## config.mk

```make
export PLATFORM = sky130hd
export DESIGN_NAME = i2c_wrbuf_master
export DESIGN_NICKNAME = d
export VERILOG_FILES = /design/src/rtl/i2c_wrbuf_master.sv
export SDC_FILE = /design/constraint.sdc
export NUM_CORES = 1
export LEC_CHECK = 0
export BUFFER_PORTS_ARGS = -buffer_cell sky130_fd_sc_hd__buf_2
export CAP_MARGIN = 15
export CORE_UTILIZATION = 55
export DETAILED_ROUTE_END_ITERATION = 8
export PLACE_DENSITY = 0.82
export SKIP_CTS_REPAIR_TIMING = 1
export SYNTH_ARGS = -nofsm -noshare
export SYNTH_HDL_FRONTEND = slang
export SYNTH_SLANG_ARGS = --single-unit
```

## constraint.sdc

```tcl
create_clock -name CLK -period 3.2 [get_ports CLK]
set_input_delay 0.48 -clock CLK [delete_from_list [all_inputs] [get_ports CLK]]
set_output_delay 0.48 -clock CLK [all_outputs]
set_load 0.01 [all_outputs]
```

## src/rtl/i2c_wrbuf_master.sv

```systemverilog
// I2C write master: bytes queue in a FIFO, and a FLUSH emits START, address+W, the queued bytes, STOP.
// Optional feature macro I2C_CLK_STRETCH_EN: the SCL-high quarters wait while a slave holds SCL low.
module i2c_wrbuf_master #(
  parameter int DEPTH   = 8,
  parameter int AW      = 3,
  parameter int CLK_DIV = 12
) (
  input  logic          CLK,
  input  logic          GSRn,
  input  logic          WR_EN,
  input  logic [7:0]    WR_DATA,
  input  logic          FLUSH,
  input  logic [6:0]    DEV_ADDR,
  output logic [AW:0]   COUNT,
  output logic          FULL,
  output logic          BUSY,
  output logic          DONE,
  output logic          NACK,
  output logic          SCL_OE,
  output logic          SDA_OE,
  input  logic          SCL_IN,
  input  logic          SDA_IN
);

  localparam int PW = (CLK_DIV > 1) ? $clog2(CLK_DIV) : 1;
  localparam logic [PW-1:0] PRESC_MAX = PW'(CLK_DIV - 1);
  localparam logic [AW:0]   DEPTH_C   = (AW+1)'(DEPTH);

  typedef enum logic [2:0] {
    S_IDLE, S_START, S_ADDR, S_AACK, S_DATA, S_DACK, S_STOP
  } state_t;

  state_t         state_q, state_d;
  logic [1:0]     qtr_q, qtr_d;
  logic [PW-1:0]  presc_q, presc_d;
  logic [2:0]     bitcnt_q, bitcnt_d;
  logic [AW:0]    remain_q, remain_d;
  logic [AW:0]    count_q, count_d;
  logic [AW-1:0]  wr_ptr_q, wr_ptr_d, rd_ptr_q, rd_ptr_d, rd_nxt;
  logic           nack_q, nack_d;
  logic           done_q, done_d;
  logic           busy_q;
  logic           scl_oe_q, sda_oe_q;
  logic [7:0]     shreg_q, shreg_d;
  logic [6:0]     addr_q, addr_d;
  logic           sda_smp_q, sda_smp_d;
  logic [7:0]     mem_q [DEPTH];
  logic           push, hold, tick;
  logic [AW:0]    pop_n;
  logic [1:0]     drv;

  // {scl_oe, sda_oe} for a given state/quarter; b is the bit being sent
  function automatic logic [1:0] line_drive(state_t s, logic [1:0] q, logic b);
    logic [1:0] r;
    r = 2'b00;
    case (s)
      S_START:         r = (q == 2'd0) ? 2'b00 : (q == 2'd1) ? 2'b01 : 2'b11;
      S_ADDR, S_DATA:  r = {(q == 2'd0) || (q == 2'd3), ~b};
      S_AACK, S_DACK:  r = {(q == 2'd0) || (q == 2'd3), 1'b0};
      S_STOP:          r = (q == 2'd0) ? 2'b11 : (q == 2'd1) ? 2'b01 : 2'b00;
      default:         r = 2'b00;
    endcase
    return r;
  endfunction

`ifdef I2C_CLK_STRETCH_EN
  assign hold = !SCL_IN && (qtr_q == 2'd2) &&
                (state_q inside {S_ADDR, S_AACK, S_DATA, S_DACK, S_STOP});
`else
  logic scl_in_unused;
  assign scl_in_unused = SCL_IN;
  assign hold = 1'b0;
`endif

  assign tick   = (presc_q == PRESC_MAX) && !hold;
  assign push   = WR_EN && (count_q != DEPTH_C);
  assign rd_nxt = rd_ptr_q + AW'(1);

  always_comb begin
    state_d   = state_q;
    qtr_d     = qtr_q;
    presc_d   = presc_q;
    bitcnt_d  = bitcnt_q;
    remain_d  = remain_q;
    nack_d    = nack_q;
    done_d    = 1'b0;
    shreg_d   = shreg_q;
    addr_d    = addr_q;
    sda_smp_d = sda_smp_q;
    pop_n     = '0;

    if (state_q != S_IDLE)
      presc_d = tick ? '0 : (hold ? presc_q : presc_q + 1'b1);

    case (state_q)
      S_IDLE: begin
        qtr_d   = 2'd0;
        presc_d = '0;
        if (FLUSH) begin
          nack_d   = 1'b0;
          addr_d   = DEV_ADDR;
          remain_d = count_q;
          if (count_q == '0) done_d  = 1'b1;
          else               state_d = S_START;
        end
      end
      S_START: if (tick) begin
        if (qtr_q == 2'd2) begin
          state_d  = S_ADDR;
          qtr_d    = 2'd0;
          bitcnt_d = 3'd0;
          shreg_d  = {addr_q, 1'b0};
        end else qtr_d = qtr_q + 2'd1;
      end
      S_ADDR, S_DATA: if (tick) begin
        qtr_d = qtr_q + 2'd1;
        if (qtr_q == 2'd3) begin
          if (bitcnt_q == 3'd7) state_d = (state_q == S_ADDR) ? S_AACK : S_DACK;
          else begin
            bitcnt_d = bitcnt_q + 3'd1;
            shreg_d  = {shreg_q[6:0], 1'b0};
          end
        end
      end
      S_AACK, S_DACK: if (tick) begin
        qtr_d = qtr_q + 2'd1;
        if (qtr_q == 2'd2) sda_smp_d = SDA_IN;
        if (qtr_q == 2'd3) begin
          // a NACK discards every byte of this transaction not yet popped
          if (sda_smp_q)                pop_n = remain_q;
          else if (state_q == S_DACK)   pop_n = (AW+1)'(1);
          remain_d = remain_q - pop_n;
          if (sda_smp_q) nack_d = 1'b1;
          if (sda_smp_q || (state_q == S_DACK && remain_q == (AW+1)'(1))) begin
            state_d = S_STOP;
          end else begin
            state_d  = S_DATA;
            bitcnt_d = 3'd0;
            shreg_d  = (state_q == S_AACK) ? mem_q[rd_ptr_q] : mem_q[rd_nxt];
          end
        end
      end
      S_STOP: if (tick) begin
        if (qtr_q == 2'd2) begin
          state_d = S_IDLE;
          qtr_d   = 2'd0;
          done_d  = 1'b1;
        end else qtr_d = qtr_q + 2'd1;
      end
      default: state_d = S_IDLE;
    endcase

    count_d  = count_q + (AW+1)'(push) - pop_n;
    wr_ptr_d = wr_ptr_q + AW'(push);
    rd_ptr_d = rd_ptr_q + pop_n[AW-1:0];
    drv      = line_drive(state_d, qtr_d, shreg_d[7]);
  end

  always_ff @(posedge CLK) begin
    if (!GSRn) begin
      state_q  <= S_IDLE;
      qtr_q    <= 2'd0;
      presc_q  <= '0;
      bitcnt_q <= 3'd0;
      remain_q <= '0;
      count_q  <= '0;
      wr_ptr_q <= '0;
      rd_ptr_q <= '0;
      nack_q   <= 1'b0;
      done_q   <= 1'b0;
      busy_q   <= 1'b0;
      scl_oe_q <= 1'b0;
      sda_oe_q <= 1'b0;
    end else begin
      state_q  <= state_d;
      qtr_q    <= qtr_d;
      presc_q  <= presc_d;
      bitcnt_q <= bitcnt_d;
      remain_q <= remain_d;
      count_q  <= count_d;
      wr_ptr_q <= wr_ptr_d;
      rd_ptr_q <= rd_ptr_d;
      nack_q   <= nack_d;
      done_q   <= done_d;
      busy_q   <= (state_d != S_IDLE);
      scl_oe_q <= drv[1];
      sda_oe_q <= drv[0];
    end
  end

  always_ff @(posedge CLK) begin
    if (push) mem_q[wr_ptr_q] <= WR_DATA;
    shreg_q   <= shreg_d;
    addr_q    <= addr_d;
    sda_smp_q <= sda_smp_d;
  end

  assign COUNT  = count_q;
  assign FULL   = (count_q == DEPTH_C);
  assign BUSY   = busy_q;
  assign DONE   = done_q;
  assign NACK   = nack_q;
  assign SCL_OE = scl_oe_q;
  assign SDA_OE = sda_oe_q;

endmodule
```

==> out/results.ini, run 1 <==
[routing]
first_pass_iters=5
route.met2.wl_mm=5.82
dr_wl_met3_um=674
vias_per_cell=6.20
ant_nets=0
avgRoutedWirePerCell_um=19.2
finalWirelength_mm=11.5
met1_length_mm=4.66
dr.max_layer_used=met5
dr.first_iter.drc_count=263
num_vias=3716
drc=0

[final_layout]
final_common_cell=edfxtp_1
final_cell_mix=79 x edfxtp_1, 35 x nor2_1, 32 x dfxtp_1, 29 x buf_2
final_cells=599
layout-drive-gt1-share=0.204
layout.nets=505
fill_cells=748
syn_to_final_growth_pct=8.99
diodes=0

[yosys]
synth.area.top_cells=edfxtp_1 42%, dfxtp_1 11%, mux4_2 10%
synth_nets=468
ys_seq_elements=111
synth_top_area_cell=edfxtp_1
yosysSeqAreaShare=0.533
ys_async_sr_fraction=0
yosys_warnings=0
synthDistinctLibCells=60
synth_area_mm2=0.00565
synthCells=424
synth_top_area_share=0.420
synth_top_flop_cell=edfxtp_1
syn_avg_cell_area_um2=13.3
synth_edf_count=79

[timing]
slew_headroom=0.398
post-route-period-util=0.844
worstMarginPinSlew_ns=0.900
min_period_ns=2.70
hold_slack_ns=0.261
drv_slew=0
finalClockSkew_ns=0.0154
finalHoldViolCount=0
setup_tns_ns=0
rsz0062_at_grt=no
max_freq_mhz=370
finalSetupViolCount=0

[power_and_ir_drop]
powerDensity_mw_per_mm2=472
switching_power_mw=0.797
p_comb_frac=0.143
totalPowerFinal_mw=2.91
p_int_mw=2.11
p_clk_frac=0.275
p_leak_nw=2.13
switching_share=0.274
pwr-share-seq=0.583
peakVddDrop_uv=277

[clock_network]
clock_latency_ns=0.39
cts.path.max_buffers=2
htree_levels=3
clk_pin_slew_ns=0.11
cts_tree=done
clock-sinks=111
root_buffer=clkbuf_8
cts_buffers=9

[hold_path]
hp-class=in2reg
min_to=sda_smp_q
min_from=SDA_IN
min_path_cells=1

[grt]
antenna_found_initial=1
grt_pass1_vias=3676
grt_max_degree=21
grt_pass1_wl_mm=18.1
grt-ovfl-total=0
grt_use_total=0.233

[die]
num_rows=36
ios=31
start_util=0.573
die_area_mm2=0.0107
coreArea_mm2=0.00986
die_w_um=103
die_y_um=103

[worst_setup_path]
start_kind=register
r2r-start=state_q[1]
cpLargestDelayFamily=XOR/XNOR gates
cp_num_buf_inv=0
rr_endpoint=COUNT[3]
arrival_ns=2.97
crit_chain=xor2_1 > nand2_1 > nor2_1 > nand3_1 > ha_1 > ha_1 > a21o_1 > a21oi_1 > xnor2_1 > xnor2_1 > nor2_1
crit_required_ns=3.47
rr_worst_depth=11
reg2reg_setup_slack_ns=0.50
path_max_fanout=4
critPathKind=reg2reg
crit_path_end_kind=register
crit_slowest_cell=dfxtp_1
cpPeakStageDelay_ns=0.36

[place]
globalplace.congestion=0.846
dp_hpwl_mm=8.13
place_inst=583
io_buffers=29

[job]
drv_cap=0

[outcome]
outcome=finished clean

-- worst max path at each step --
stage / startpoint / end / slack [ns] / cells after the start
floorplan: state_q[2] / COUNT[3] / 0.56 / 12
global placement: state_q[2] / COUNT[3] / 0.65 / 11
detailed placement: state_q[1] / COUNT[3] / 0.52 / 11
CTS: state_q[1] / COUNT[3] / 0.48 / 11
global route: state_q[2] / COUNT[3] / 0.25 / 11
finish: state_q[1] / COUNT[3] / 0.50 / 11
-- state kept, by name, indices dropped and copies added (netlist names), 3 cells and up --
register and cells:
rd_ptr_q 3, COUNT 4, remain_q 4, presc_q 4, state_q 3, mem_q 64, bitcnt_q 3, shreg_q 8
addr_q 7, wr_ptr_q 3
-- through the flow --
| step | setup WS [ns] | util | cell area [um^2] |
|---|---|---|---|
| after floorplan | 0.559 | - | 5650 |
| after global placement | 0.647 | 0.606 | 5970 |
| after detailed placement | 0.518 | 0.606 | 5970 |
| after CTS | 0.479 | 0.625 | 6160 |
| after global routing | 0.247 | 0.625 | 6160 |
| final | 0.499 | 0.625 | 6160 |
-- final cells by class --
cell class,count,area [um^2],area share
inverters,17,63.8,0.0104
clock buffers,9,124,0.0201
clock inverters,7,62.6,0.0102
well taps,133,166,0.0270
multi-input cells,276,2460,0.399
repair buffers,46,273,0.0443
flip-flops and latches,111,3010,0.489
-- routing by layer --
| layer | vias to the layer above | global-route usage |
|---|---|---|
| li1 | 1716 | - |
| met1 | 1834 | 0.282 |
| met3 | 28 | 0.0524 |
| met2 | 136 | 0.396 |
| met4 | 2 | 0.113 |
| met5 | - | 0 |
-- kinds of logic after synthesis --
group | after synthesis | share of synthesized area
and+or+nand+nor | 120 | 0.108
DFF | 111 | 0.533
AOI/OAI and AO/OA | 72 | 0.0936
muxes | 50 | 0.161
buffers and inverters | 37 | 0.0321
adders and majority gates | 23 | 0.0536
xor gates and xnor gates | 11 | 0.0184
-- synth_stat cells, types with 2 or more instances --
cell type,n
mux4_1,6
dfxtp_1,32
and4b_1,2
a32oi_1,2
and2_1,11
fa_1,2
clkbuf_1,6
inv_1,16
o21ai_0,10
ha_1,21
mux4_2,25
buf_4,2
a221o_1,6
a211oi_2,3
xor2_1,5
mux2i_1,18
o211ai_1,5
edfxtp_1,79
a31oi_1,2
a21oi_1,11
nand3_1,8
buf_2,7
buf_6,3
o31a_1,2
and3_1,4
nor2_1,35
a21boi_1,2
a211oi_1,11
nor3_1,11
nand2b_1,7
nor2b_1,9
o22ai_1,3
a221oi_1,2
o31ai_1,2
nand2_1,25
xnor2_1,5
-- power by group through the flow --
stage	sequential [mW]	combinational (mW)	clock, mW
6_report	1.69	0.415	0.799
5_1_grt	1.71	0.461	0.853
4_1_cts	1.69	0.413	0.814
3_5_place_dp	1.73	0.410	0
3_3_place_gp	1.72	0.395	0
2_1_floorplan	1.71	0.281	0
No activity file was read; power rests on OpenSTA's default activity.
==> inputs of run 2 (changes only) <==
--- a/config.mk
+++ b/config.mk
@@ -9,7 +9,7 @@
 export CAP_MARGIN = 15
 export CORE_UTILIZATION = 55
 export DETAILED_ROUTE_END_ITERATION = 8
-export PLACE_DENSITY = 0.82
+export PLACE_DENSITY = 0.85
 export SKIP_CTS_REPAIR_TIMING = 1
 export SYNTH_ARGS = -nofsm -noshare
 export SYNTH_HDL_FRONTEND = slang
==> constraint.sdc (replaced) <==
create_clock -name CLK -period 2.4 [get_ports CLK]
set_input_delay 0.36 -clock CLK [delete_from_list [all_inputs] [get_ports CLK]]
set_output_delay 0.36 -clock CLK [all_outputs]
set_load 0.01 [all_outputs]
==> run 2 against run 1 <==
  * Design area increased by 4.8%
  * Non-clock buffer count is 18 higher
  * Via count up 2.9%
  * Worst setup slack got worse by 0.42 ns
  * Core utilization is 3.0 points higher
  * Routed wire length grew 4.2%
  * Register-to-register slack worse by 0.42 ns
  * Sequential share of layout area decreased by 2.1 points
  * Total power up 40%
  * Sequential power increased by 34%
  * First-iteration DRC count decreased by 11%
  * Die area did not move
  * Highest routed layer is now met4
==> out/results.ini, run 2 (same netlist as run 1, synthesis figures left out) <==
[routing]
ant_nets=0  ; unchanged
finalWirelength_mm=12.0  ; was 11.5 mm
num_vias=3824  ; was 3716
vias_per_cell=6.20  ; about the same
drc=0  ; unchanged
first_pass_iters=6  ; was 5
avgRoutedWirePerCell_um=19.4  ; was 19.2 um
dr.first_iter.drc_count=234  ; was 263

[place]
io_buffers=29  ; unchanged
place_area_mm2=0.00616  ; was 0.00597 mm^2
globalplace.congestion=0.873  ; was 0.846
place_inst=600  ; was 583
pre_cts_ws_ns=0.00488  ; was 0.518 ns
dp_hpwl_mm=8.51  ; was 8.13 mm

[grt]
grt_use_total=0.240  ; was 0.233
grt_max_degree=23  ; was 21
antenna_found_initial=0  ; was 1
grt_pass1_vias=3812  ; was 3676
grt_pass1_wl_mm=18.8  ; was 18.1 mm
grt-ovfl-total=0  ; unchanged

[die]
die_y_um=103  ; unchanged
num_rows=36  ; unchanged
coreArea_mm2=0.00986  ; unchanged
start_util=0.573  ; unchanged
die_area_mm2=0.0107  ; unchanged
ios=31  ; unchanged
die_w_um=103  ; unchanged

[final_layout]
final_cell_area_mm2=0.00645  ; was 0.00616 mm^2
final_util=0.654  ; was 0.625
diodes=0  ; unchanged
multi_input_area_mm2=0.00254  ; was 0.00246 mm^2
ff_latch_area_mm2=0.00302  ; was 0.00301 mm^2
largest_register_ffs=64  ; unchanged
layout-drive-gt1-share=0.269  ; was 0.204
largestRegisters=mem_q (64), shreg_q (8), addr_q (7)  ; unchanged
layout.nets=523  ; was 505
final_common_cell=edfxtp_1  ; unchanged
fill_cells=684  ; was 748
syn_to_final_growth_pct=14.2  ; was 8.99%
final_cells=617  ; was 599
final_cell_mix=79 x edfxtp_1, 34 x nor2_1, 33 x buf_4, 29 x buf_2, 27 x dfxtp_1  ; was 79 x edfxtp_1, 35 x nor2_1, 32 x dfxtp_1, 29 x buf_2
regMostFlops=mem_q  ; unchanged

[power_and_ir_drop]
peakVddDrop_uv=340  ; was 277 uV
p_leak_nw=2.30  ; was 2.13 nW
totalPowerFinal_mw=4.08  ; was 2.91 mW
powerDensity_mw_per_mm2=632  ; was 472 mW/mm^2

[clock_network]
clk_pin_slew_ns=0.11  ; about the same
clock-sinks=111  ; unchanged
htree_levels=3  ; unchanged
root_buffer=clkbuf_8  ; unchanged
cts_buffers=9  ; unchanged
cts_tree=done  ; unchanged
cts.path.max_buffers=2  ; unchanged
clock_latency_ns=0.38  ; was 0.39 ns

[timing]
worstMarginPinSlew_ns=0.719  ; was 0.900 ns
hold_slack_ns=0.147  ; was 0.261 ns
finalHoldViolCount=0  ; unchanged
max_freq_mhz=431  ; was 370 MHz
slew_headroom=0.517  ; was 0.398
min_period_ns=2.32  ; was 2.70 ns
setup_ws_ns=0.0823  ; was 0.499 ns
post-route-period-util=0.966  ; was 0.844
rsz0062_at_grt=yes  ; was no
finalClockSkew_ns=0.0106  ; was 0.0154 ns
finalSetupViolCount=0  ; unchanged
setup_tns_ns=0  ; unchanged
drv_slew=0  ; unchanged

[worst_setup_path]
cpPeakStageDelay_ns=0.53  ; was 0.36 ns
crit_path_end_kind=register  ; unchanged
arrival_ns=2.45  ; was 2.97 ns
critPathKind=reg2reg  ; unchanged
cpLargestDelayFamily=multiplexers  ; was XOR/XNOR gates
crit_slowest_cell=mux4_2  ; was dfxtp_1
crit_chain=ha_1 > buf_12 > mux4_2 > mux2i_1 > a211oi_1 > a221o_1  ; was xor2_1 > nand2_1 > nor2_1 > nand3_1 > ha_1 > ha_1 > a21o_1 > a21oi_1 > xnor2_1 > xnor2_1 > nor2_1
start_kind=register  ; unchanged
path_max_fanout=16  ; was 4
crit_required_ns=2.53  ; was 3.47 ns
cp_num_buf_inv=1  ; was 0

[outcome]
outcome=finished clean  ; unchanged

[hold_path]
hp-class=in2reg  ; unchanged

[job]
drv_cap=0  ; unchanged

-- run 2: worst register-to-register path, stage by stage (launching register included) --
cell      delay [ns]
dfxtp_1         0.37
ha_1            0.34
buf_12          0.19
mux4_2          0.54
mux2i_1         0.18
a211oi_1        0.17
a221o_1         0.30
-- run 2: power by group --
part	switching [mW]	total (mW)	internal (mW)
clock	0.697	1.22	0.522
combinational	0.329	0.599	0.271
sequential	0.0845	2.26	2.17
total	1.11	4.08	2.97
-- run 2: final cells by class --
class                   instances  share of cell area
well taps                     133              0.0258
multi-input cells             276               0.394
inverters                      17             0.00989
repair buffers                 64              0.0671
clock buffers                   9              0.0192
flip-flops and latches        111               0.468
clock inverters                 7              0.0159
-- run 2: worst paths after layout --
kind | startpoint | to | slack, ns | depth (start not counted)
worst max register to register | rd_ptr_q[0] | shreg_q[1] | 0.08 | 6
worst max-delay path | rd_ptr_q[0] | shreg_q[1] | 0.08 | 6
worst min register to register | presc_q[0] | presc_q[0] | 0.42 | 1
worst min-delay path | DEV_ADDR[4] | addr_q[4] | 0.15 | 1
-- run 2: metal layers --
| layer | share of wire | up-vias | GRT usage | routed length, um |
|---|---|---|---|---|
| met3 | 0.053 | 27 | 0.0430 | 633 |
| met1 | 0.39 | 1921 | 0.281 | 4720 |
| met4 | 0.026 | 0 | 0.115 | 309 |
| met2 | 0.53 | 127 | 0.426 | 6320 |
| met5 | 0 | - | 0 | 0 |
| li1 | - | 1749 | - | - |
